### src/rtl/bitmap_encoder_pkg.sv
// Shared types and helpers for the bitmap encoder: FSM state and the
// "at most one line active" test used to flag the final beat of a vector.
package bitmap_encoder_pkg;

  typedef enum logic [0:0] {
    ST_IDLE = 1'b0,
    ST_SCAN = 1'b1
  } state_t;

  // Widest line vector the helper accepts; callers zero-extend to this width.
  localparam int MAX_LINES = 1024;

  function automatic logic at_most_one(input logic [MAX_LINES-1:0] vec);
    return (vec & (vec - MAX_LINES'(1))) == '0;
  endfunction

endpackage

### src/rtl/bitmap_encoder_priority_encoder.sv
// Combinational lowest-set-bit encoder; idx is 0 when no bit is set.
module priority_encoder #(
  parameter int IN_WIDTH = 5
) (
  input  logic [(1<<IN_WIDTH)-1:0] vec,
  output logic [IN_WIDTH-1:0]      idx,
  output logic                     any
);

  localparam int LINES = 1 << IN_WIDTH;

  // Scan from the top down so the lowest set bit is the last one written.
  always_comb begin
    idx = '0;
    any = 1'b0;
    for (int i = LINES - 1; i >= 0; i--) begin
      if (vec[i]) begin
        idx = IN_WIDTH'(i);
        any = 1'b1;
      end
    end
  end

endmodule

### src/rtl/bitmap_encoder.sv
// Serialises a multi-hot line vector into a stream of active-line indices,
// lowest first, with a last flag; an empty vector yields one out_zero beat.
module bitmap_encoder
  import bitmap_encoder_pkg::*;
#(
  parameter int IN_WIDTH = 5,
  parameter int ACTIVE   = 1
) (
  input  logic                     clk,
  input  logic                     rst,
  input  logic [(1<<IN_WIDTH)-1:0] in_bits,
  input  logic                     in_valid,
  output logic                     in_ready,
  output logic [IN_WIDTH-1:0]      out_idx,
  output logic                     out_zero,
  output logic                     out_last,
  output logic                     out_valid,
  input  logic                     out_ready
);

  localparam int LINES = 1 << IN_WIDTH;

  state_t             state;
  logic [LINES-1:0]   pending;
  logic [IN_WIDTH-1:0] low_idx;
  logic               low_any;
  logic               scan;
  logic               capture;
  logic               beat;

  priority_encoder #(
    .IN_WIDTH(IN_WIDTH)
  ) u_penc (
    .vec(pending),
    .idx(low_idx),
    .any(low_any)
  );

  assign scan      = (state == ST_SCAN);
  assign out_valid = scan;
  assign out_idx   = low_idx;
  assign out_zero  = scan & ~low_any;
  assign out_last  = scan & at_most_one(MAX_LINES'(pending));

  // A new vector may be taken on the final handshake so streams run without a bubble.
  assign in_ready = ~rst & (~scan | (out_ready & out_last));
  assign capture  = in_valid & in_ready;
  assign beat     = out_valid & out_ready;

  always_ff @(posedge clk) begin
    if (rst) begin
      state   <= ST_IDLE;
      pending <= '0;
    end else if (capture) begin
      state   <= ST_SCAN;
      pending <= (ACTIVE != 0) ? in_bits : ~in_bits;
    end else if (beat) begin
      pending <= pending & (pending - LINES'(1));
      if (out_last) begin
        state <= ST_IDLE;
      end
    end
  end

endmodule

### config.mk
export PLATFORM = sky130hd
export DESIGN_NAME = bitmap_encoder
export DESIGN_NICKNAME = d
export VERILOG_FILES = /design/src/rtl/bitmap_encoder_pkg.sv /design/src/rtl/bitmap_encoder_priority_encoder.sv /design/src/rtl/bitmap_encoder.sv
export SDC_FILE = /design/constraint.sdc
export NUM_CORES = 1
export LEC_CHECK = 0
export CORE_ASPECT_RATIO = 0.6
export CORE_UTILIZATION = 50
export CTS_BUF_LIST = sky130_fd_sc_hd__clkbuf_8 sky130_fd_sc_hd__clkbuf_16
export DETAILED_ROUTE_END_ITERATION = 8
export PLACE_DENSITY = 0.77
export SLEW_MARGIN = 5
export SYNTH_ARGS = -nofsm -noshare
export SYNTH_HDL_FRONTEND = slang
export SYNTH_SLANG_ARGS = --single-unit
export TNS_END_PERCENT = 1
### constraint.sdc
create_clock -name clk -period 6.05 [get_ports clk]
set_clock_uncertainty 0.15 [all_clocks]
set_input_delay 1.21 -clock clk [delete_from_list [all_inputs] [get_ports clk]]
set_output_delay 1.21 -clock clk [all_outputs]
set_load 0.05 [all_outputs]
After elaboration in Yosys (flattened, before gate mapping):

Index checks and enable logic that the tools add are counted.
Widths: inputs -> output; s select.

* bits in registers: 33
* latch bits: 0
* bits in writable memories: 0
* bits in read-only memories: 0
* input bits: 36
* output and inout bits: 9
* word-level logic and storage cells: 89
* memories: 0

* $add $sub $neg: 2
* multipliers: 0
* divide/modulo/power cells: 0
* order comparisons: 0
* equality and inequality tests: 0
* shift operators: 0
* muxes and demuxes: 69
* bitwise logic cells: 12
* reduce and logical (&&, ||, !) cells: 4

Operators with widths (count)
* $and 32x1024->1024: 1
* $logic_not 1024->1: 1
* $mux 5: 32
* $mux 32: 2
* $mux 1: 35
* $sub 32x1->33 const B: 1
* $and 32x32->32: 1
* $sub 32x1->32 const B: 1
* $and 1x1->1: 6
* $reduce_bool 2->1: 2
* $not 1->1: 3
* $reduce_and 2->1: 1
* $or 1x1->1: 1

Depth between registers and ports, before layout:

Gate-level depths: netlist of the first run.

* depth in word-level cells: 34
* gate-level depth with buffers: 10
* gate-level depth less buffers: 7

Modules after synthesis:

Synthesis of the first run repeated with hierarchy kept, for this count alone.

* cell total of the unflattened synthesis: 310
* area, all modules: 2426.1 um^2

Modules (own cells, without submodules)
* bitmap_encoder: times used 1, cells an instance 245, area an instance 2055.7 um^2, seq. area each 660.6 um^2
* priority_encoder: times used 1, cells an instance 65, area an instance 370.4 um^2, seq. area each 0.0 um^2

Worst setup path after synthesis of the first run:

No wires, ideal clock.

* path kind: reg2out
* start: register pending[2]
* end: output port in_ready
* arrival time: 2.921 ns
* required time: 4.690 ns
* setup slack: 1.769 ns
* stages on the path, launching flop included: 9
* buffers on the path: 1
* cells stage by stage: dfxtp_1 > buf_6 > or4_4 > or4_4 > o22a_1 > a2111o_1 > a21oi_1 > and4bb_2 > o2bb2ai_1

* longest elaborated chain between the ends: 7

RTL lines
* start: declaration: RTL line bitmap_encoder.sv:24 `logic [LINES-1:0] pending;`
* start signal: assignment: RTL line bitmap_encoder.sv:56 `pending <= (ACTIVE != 0) ? in_bits : ~in_bits;`
* start signal: assignment: RTL line bitmap_encoder.sv:58 `pending <= pending & (pending - LINES'(1));`
* $sub 32x1->33: RTL line bitmap_encoder_pkg.sv:14 `return (vec & (vec - MAX_LINES'(1))) == '0;`
* $and 32x1024->1024 (*): RTL line bitmap_encoder_pkg.sv:14
* $logic_not 1024->1 (*): RTL line bitmap_encoder_pkg.sv:14
* $and 1x1->1 (*): RTL line bitmap_encoder.sv:43 `assign out_last = scan & at_most_one(MAX_LINES'(pending));`
* named net out_last: RTL line bitmap_encoder.sv:16 `output logic out_last,`
* $and 1x1->1 (*): RTL line bitmap_encoder.sv:46 `assign in_ready = ~rst & (~scan | (out_ready & out_last));`
* $or 1x1->1 (*): RTL line bitmap_encoder.sv:46
* $and 1x1->1 (*): RTL line bitmap_encoder.sv:46
* end: declaration: RTL line bitmap_encoder.sv:13 `output logic in_ready,`

The timed path passes the listed nets; every way through them passes the cells marked *.

Worst setup path after layout of the first run:

* start: register pending[8]
* end: output port in_ready

* longest elaborated chain between the ends: 7

RTL lines (RTL line)
* $sub 32x1->33: bitmap_encoder_pkg.sv:14
* $and 32x1024->1024 (*): bitmap_encoder_pkg.sv:14
* $logic_not 1024->1 (*): bitmap_encoder_pkg.sv:14
* $and 1x1->1 (*): bitmap_encoder.sv:43
* $and 1x1->1 (*): bitmap_encoder.sv:46
* $or 1x1->1 (*): bitmap_encoder.sv:46
* $and 1x1->1 (*): bitmap_encoder.sv:46

Every way passes the cells marked *; elsewhere a longest branch is shown, timed or not.

==> flow_summary.toml, run 1 <==
[run_status]
status = "finished clean"

[floorplanning]
num_rows = 19
start_util_pct = 52.8
die_y_um = 56.2
io_pins = 45
die_w_um = 92.4
core-area_sq_um = 4640
die_area_sq_um = 5190

[finish]
final_nets = 410
drive_above_1_share_pct = 12.5
design_area_sq_um = 2970
antennaDiodeCount = 0
area_growth_pct = 21.2

[detailed_routing]
avgRoutedWirePerCell_um = 16.7
viasPerCell = 6.11
final_antenna_net_count = 0
drc = 0
drt_iter0_drc = 287
dr.pass1.iters = 5
vias = 2674
wirelength_mm = 7.32

[grt]
gr-max-usage-layer = "met1"
use_met3_pct = 7.10
grt_max_degree = 32
grt_pass1_vias = 2383
grt_overflow_total = 0
use_met1_pct = 48.4
grt_pass1_wl_mm = 12.0
antenna_found_initial = 0
met2_usage_pct = 38.9
grt_usage_pct = 30.1

[synth]
syn_nets = 377
synth-edff-count = 0
yosysTopAreaCellShare_pct = 27.0
synth_area_leaders = "dfxtp_1 27%, o21ai_0 6.7%, inv_1 6.4%, nor2_1 6.4%, o21ai_2 6.1%"
ys_ff_latch = 33
syn_area_sq_um = 2450
synth_common_cells = "42 x inv_1, 42 x nor2_1, 33 x dfxtp_1, 33 x o21ai_0, 21 x a21oi_1"
syn-instance-count = 341
ys_seq_area_share_pct = 27.0
yosysTopAreaCell = "dfxtp_1"
ys.warnings.count = 0
synthArstFlopShare_pct = 0
ys_types = 58
synth_flop_cell = "dfxtp_1"
postSynthAreaPerCell_sq_um = 7.18

[critical_path]
slowest_stage = "clkdlybuf4s50_1"
critPathLaunchType = "register"
path_cells = "nor4_1 -> nand3_1 -> o41ai_1 -> o2111ai_1 -> nor3_1 -> and4bb_2 -> o2bb2ai_1 -> clkdlybuf4s50_1"
critical_path_required_ns = 4.69
cp-end-kind = "output port"
path_class = "register to output port"
critPathMaxFanout = 13
max_stage_delay_ns = 0.84
crit_arrival_ns = 4.22

[sta]
slew_headroom_pct = 18.1
fmax_ghz = 0.179
finalSetupViolations = 0
hold_violations = 0
tightest_slew_ns = 1.23
fin_tns_setup_ns = 0
rsz0062_at_grt = "false"
min_period_ns = 5.58
fin_crit_sh_pct = 92.3
final_max_slew_viol_count = 0

[placement]
dp_hpwl_mm = 5.51
placed_area_sq_um = 2890
placement.io_buffers = 44
gp_congestion = 0.960

[clock_network]
cts_setup_buffers = 0
clk_pin_slew_worst_paths_ns = 0.07
hold_buffers = 0
clock_sinks = 33
cts_resized = 0
cts.htree.levels = 2
clk_latency_ns = 0.29
cts_tree = "built"
cts_made_buffers = 5
cts_buffer_depth = 2
cts-root-buf = "clkbuf_8"

[job]
maxCapViolCount = 0

[hold_path]
hold_class = "register to register"

[power_and_ir_drop]
power.density_nw_per_um2 = 235
ir_drop_mv = 0.127
leakage_uw = 0.00118
power by group:
| group | leakage [uW] | internal, uW | switching, uW | total [uW] |
|---|---|---|---|---|
| Combinational | 0.000855 | 109 | 161 | 269 |
| Clock | 0.0000491 | 78.0 | 82.5 | 161 |
| Sequential | 0.000271 | 233 | 34.5 | 268 |
| Total | 0.00118 | 420 | 278 | 697 |
path summary, 6_finish.rpt:
| kind | from | cells past startpoint | to | slack (ns) |
|---|---|---|---|---|
| min reg2reg | pending[10] | 2 | pending[10] | 0.40 |
| max reg2reg | pending[8] | 7 | pending[1] | 2.51 |
| max | pending[8] | 8 | in_ready | 0.47 |
| min | pending[10] | 2 | pending[10] | 0.40 |
critical path, delay by kind of cell, from the launching register on:
kind	cells	cell delay [ns]
buf+inv	1	0.84
simple gates	4	1.86
compound gates	3	0.79
flops	1	0.44
cells by family after synthesis:
kind of cell / share of synthesized area [%]
buffers and inverters: 11.0
adders and majority gates: 0.409
AOI/OAI and AO/OA: 36.4
and+or+nand+nor: 25.3
DFF: 27.0
cell type report:
class / count / area [sq um]
inverter: 42 / 158
tap: 63 / 78.8
sequential: 33 / 661
clock inverter: 3 / 13.8
clock buffer: 5 / 68.8
multi-input combinational: 245 / 1530
fill: 414 / 1670
timing repair buffer: 47 / 463
sequential cells by signal (all words and copies together), names as in the netlist:
name       flops
pending       32
out_valid      1
placed cells by master, fill, tap and decap left out, drive strengths merged, types with 2 or more instances in the layout:
cell           instances
clkdlybuf4s50         44
clkinv                 2
o211ai                 2
inv                   43
a31oi                  5
o21ai                 59
nor2                  42
or2                    4
o31ai                  5
o22a                   2
nand4                  2
buf                    3
o311ai                 2
clkbuf                 5
dfxtp                 33
or3                    4
nand3b                 4
o21a                   2
a2111oi                3
nand3                  8
o41ai                  2
nor2b                  3
nor3                  16
a21oi                 22
o32ai                  4
o2111ai                2
nand2b                 3
or4                    2
nor4                  14
nand2                 14
layer usage:
layer	vias up	wire length, um	part of all wire (%)
met5	-	0	0
met4	0	38	0.52
met3	8	899	12
met2	180	2730	37
met1	1181	3660	50
li1	1305	-	-
through the flow:
| stage | setup WS [ns] | utilization (%) | hold WS, ns | std cells | power [uW] |
|---|---|---|---|---|---|
| after floorplan | 1.77 | - | 0.328 | 341 | 446 |
| after global placement | 0.946 | 62.3 | 0.370 | 430 | 537 |
| after detailed placement | 0.864 | 62.3 | 0.373 | 430 | 534 |
| after CTS | 0.550 | 64.1 | 0.388 | 438 | 695 |
| after global routing | 0.211 | 64.1 | 0.436 | 438 | 735 |
| final | 0.468 | 64.1 | 0.399 | 438 | 697 |
Power figures use the tool's default switching activity.
==> inputs of run 2 (changes only) <==
Settings changed: ABC_AREA set to 1, PLACE_DENSITY 0.77 to 0.78.
==> run 2 against run 1 <==
Against the previous run: synthesized cell count is 12% higher; first-iteration DRC count decreased by 50%; area after synthesis is 6.2% lower; global-route usage decreased by 2.2 points; largest power group unchanged; die area is 6.1% lower; combinational power fell by 6%; hold slack lost 0.060 ns; final cell count increased by 9.4%; final area decreased by 5.3%; routed wire length shrank 13%; register-to-register slack lost 0.15 ns.
==> flow_summary.toml, run 2 <==
[detailed_routing]
vias = 2596
final_antenna_net_count = 0
dr.pass1.iters = 5
drt_iter0_drc = 144
drc = 0
wirelength_mm = 6.38
viasPerCell = 5.42
avgRoutedWirePerCell_um = 13.3

[placement]
gp_congestion = 0.939
numPlacedInstances = 471
placement.io_buffers = 44
dp_hpwl_mm = 4.52

[hold_path]
hold_class = "register to register"
hp-start = "pending[7]"
hold_path_end = "pending[7]"
whs_path_depth = 2

[synth]
synth_flop_cell = "dfxtp_1"
yosysTopAreaCell = "dfxtp_1"
ys_seq_area_share_pct = 28.8
ys.warnings.count = 0
synth_area_leaders = "dfxtp_1 29%, nand2_1 12%, nand3_1 9.2%, nor2_1 8.8%, inv_1 7.7%"
synth_common_cells = "75 x nand2_1, 54 x nor2_1, 47 x inv_1"
synth.most_common_cell = "nand2_1"
ys_types = 30
yosysTopAreaCellShare_pct = 28.8
synthArstFlopShare_pct = 0
synth-edff-count = 0
syn_nets = 418
ys_ff_latch = 33
syn-instance-count = 382
postSynthAreaPerCell_sq_um = 6.01
syn_area_sq_um = 2300

[critical_path]
cp_common_cell = "nand2_1"
cp_num_buf_inv = 3
max_stage_delay_ns = 0.90
critPathMaxFanout = 34
path_delay_family = "simple AND/OR/NAND/NOR gates"
rr_startpoint = "pending[7]"
path_class = "register to output port"
ff2ff_setup_slack_ns = 2.36
r2r_cells = 22
path_cells = "inv_1 -> nand2_2 -> nor2_4 -> nand3_4 -> nor2_4 -> nand2_2 -> nor3_4 -> nand2_1 -> o21ai_1 -> nand4_1 -> nor2_1 -> nand4_1 -> nor2_2 -> nand2_1 -> nand2_1 -> nand2_1 -> clkinv_2 -> clkdlybuf4s50_1"
critical_path_required_ns = 4.69
critPathLaunchType = "register"
slowest_stage = "clkdlybuf4s50_1"
cp-end-kind = "output port"
crit_arrival_ns = 3.79
r2r-end = "pending[16]"

[sta]
rsz0062_at_grt = "false"
finalSetupViolations = 0
slew_headroom_pct = 35.5
final_max_slew_viol_count = 0
fmax_ghz = 0.194
hold_violations = 0
fin_tns_setup_ns = 0
min_period_ns = 5.15
fin_crit_sh_pct = 85.1
tightest_slew_ns = 0.966

[clock_network]
cts.htree.levels = 2
cts_resized = 0
clk_pin_slew_worst_paths_ns = 0.07
hold_buffers = 0
cts_buffer_depth = 2
clock_sinks = 33
cts_tree = "built"
clk_latency_ns = 0.29
cts_setup_buffers = 0
cts-root-buf = "clkbuf_8"
cts_made_buffers = 5

[grt]
grt_max_degree = 35
grt_usage_pct = 27.9
antenna_found_initial = 0
grt_overflow_total = 0
grt_pass1_wl_mm = 10.0
grt_pass1_vias = 2212

[job]
maxCapViolCount = 0

[finish]
final_nets = 454
drive_above_1_share_pct = 6.92
layout_commonest_cell = "nand2_1"
regMostFlops = "pending"
final_cell_mix = "75 x nand2_1, 54 x nor2_1, 48 x inv_1"
area_growth_pct = 22.4
fin_cells = 479
antennaDiodeCount = 0
largest_reg_flops = 32

[power_and_ir_drop]
ir_drop_mv = 0.127
leakage_uw = 0.00120
seqPwrFrac_pct = 36.9
internal-power_uw = 397
power.density_nw_per_um2 = 234
p_sw_uw = 261
switching_share_pct = 39.7
p_clk_share_pct = 24.5
p_total_uw = 659
p_comb_share_pct = 38.5

[floorplanning]
core-area_sq_um = 4260
start_util_pct = 54.0
die_area_sq_um = 4880
die_y_um = 54.5
die_w_um = 89.5
num_rows = 18
io_pins = 45

[run_status]
status = "finished clean"
## run 2: cell types whose count changed in the layout (fill, tap and decap cells not counted), moves of 4 or more
cell,before,now
nor3_1,16,4
nand3b_1,4,0
a21oi_2,0,4
o21ai_1,9,4
nand4_1,2,6
inv_2,0,4
inv_1,43,48
nor2_1,42,54
nor4_1,12,1
or2_2,4,0
o21ai_2,17,0
a21oi_1,21,33
nand3_1,8,42
nand2_1,14,75
## run 2: worst register-to-register path: cells and delay by family, from the launching register on
family | cells | cell delay, ns
AND/OR/NAND/NOR | 17 | 1.89
buffers and inverters | 3 | 0.70
AO/OA/AOI/OAI | 2 | 0.50
flip-flops | 1 | 0.32
## run 2: how the worst max path moves through the flow
stage	from	slack, ns	endpoint	cells after the start
2_1_floorplan	pending[7]	2.14	in_ready	18
3_3_place_gp	rst	1.28	in_ready	6
3_5_place_dp	pending[7]	1.28	in_ready	18
4_1_cts	pending[6]	0.94	in_ready	18
5_1_grt	pending[6]	0.66	in_ready	17
6_report	pending[7]	0.90	in_ready	18
## run 2: power by group through the flow
| stage | clock network, uW | logic [uW] | registers [uW] |
|---|---|---|---|
| after floorplan | 0 | 178 | 246 |
| after global placement | 0 | 249 | 248 |
| after detailed placement | 0 | 251 | 248 |
| final | 162 | 254 | 243 |
| after CTS | 166 | 253 | 243 |
| after global routing | 173 | 279 | 245 |
## run 2: cell type report
class	count	area, sq um
sequential	33	661
clock inverter	3	13.8
inverter	52	196
tap	60	75.1
timing repair buffer	46	455
multi-input combinational	280	1340
fill	415	1440
clock buffer	5	68.8
## run 2: metrics by stage
step                      utilization, %  setup WS, ns  area (sq um)  hold WS, ns
after floorplan                        -          2.14          2300        0.303
after global placement              64.1          1.28          2730        0.318
after detailed placement            64.1          1.28          2730        0.320
after CTS                           66.1         0.936          2810        0.332
after global routing                66.1         0.661          2810        0.374
final                               66.1         0.903          2810        0.339
## run 2: cell families after synthesis
group           after synthesis  share of synthesized area, %
simple gates                195                          38.5
compound gates               85                          20.0
buf+inv                      69                          12.8
flops                        33                          28.8
## run 2: routing by layer
layer | share of wire, % | routed length, um | global-route usage, % | up-vias
li1 | - | - | - | 1319
met1 | 51 | 3270 | 40.0 | 1178
met2 | 41 | 2630 | 42.4 | 94
met3 | 7.0 | 445 | 6.03 | 5
met4 | 0.56 | 36 | 7.67 | 0
met5 | 0 | 0 | 0 | -
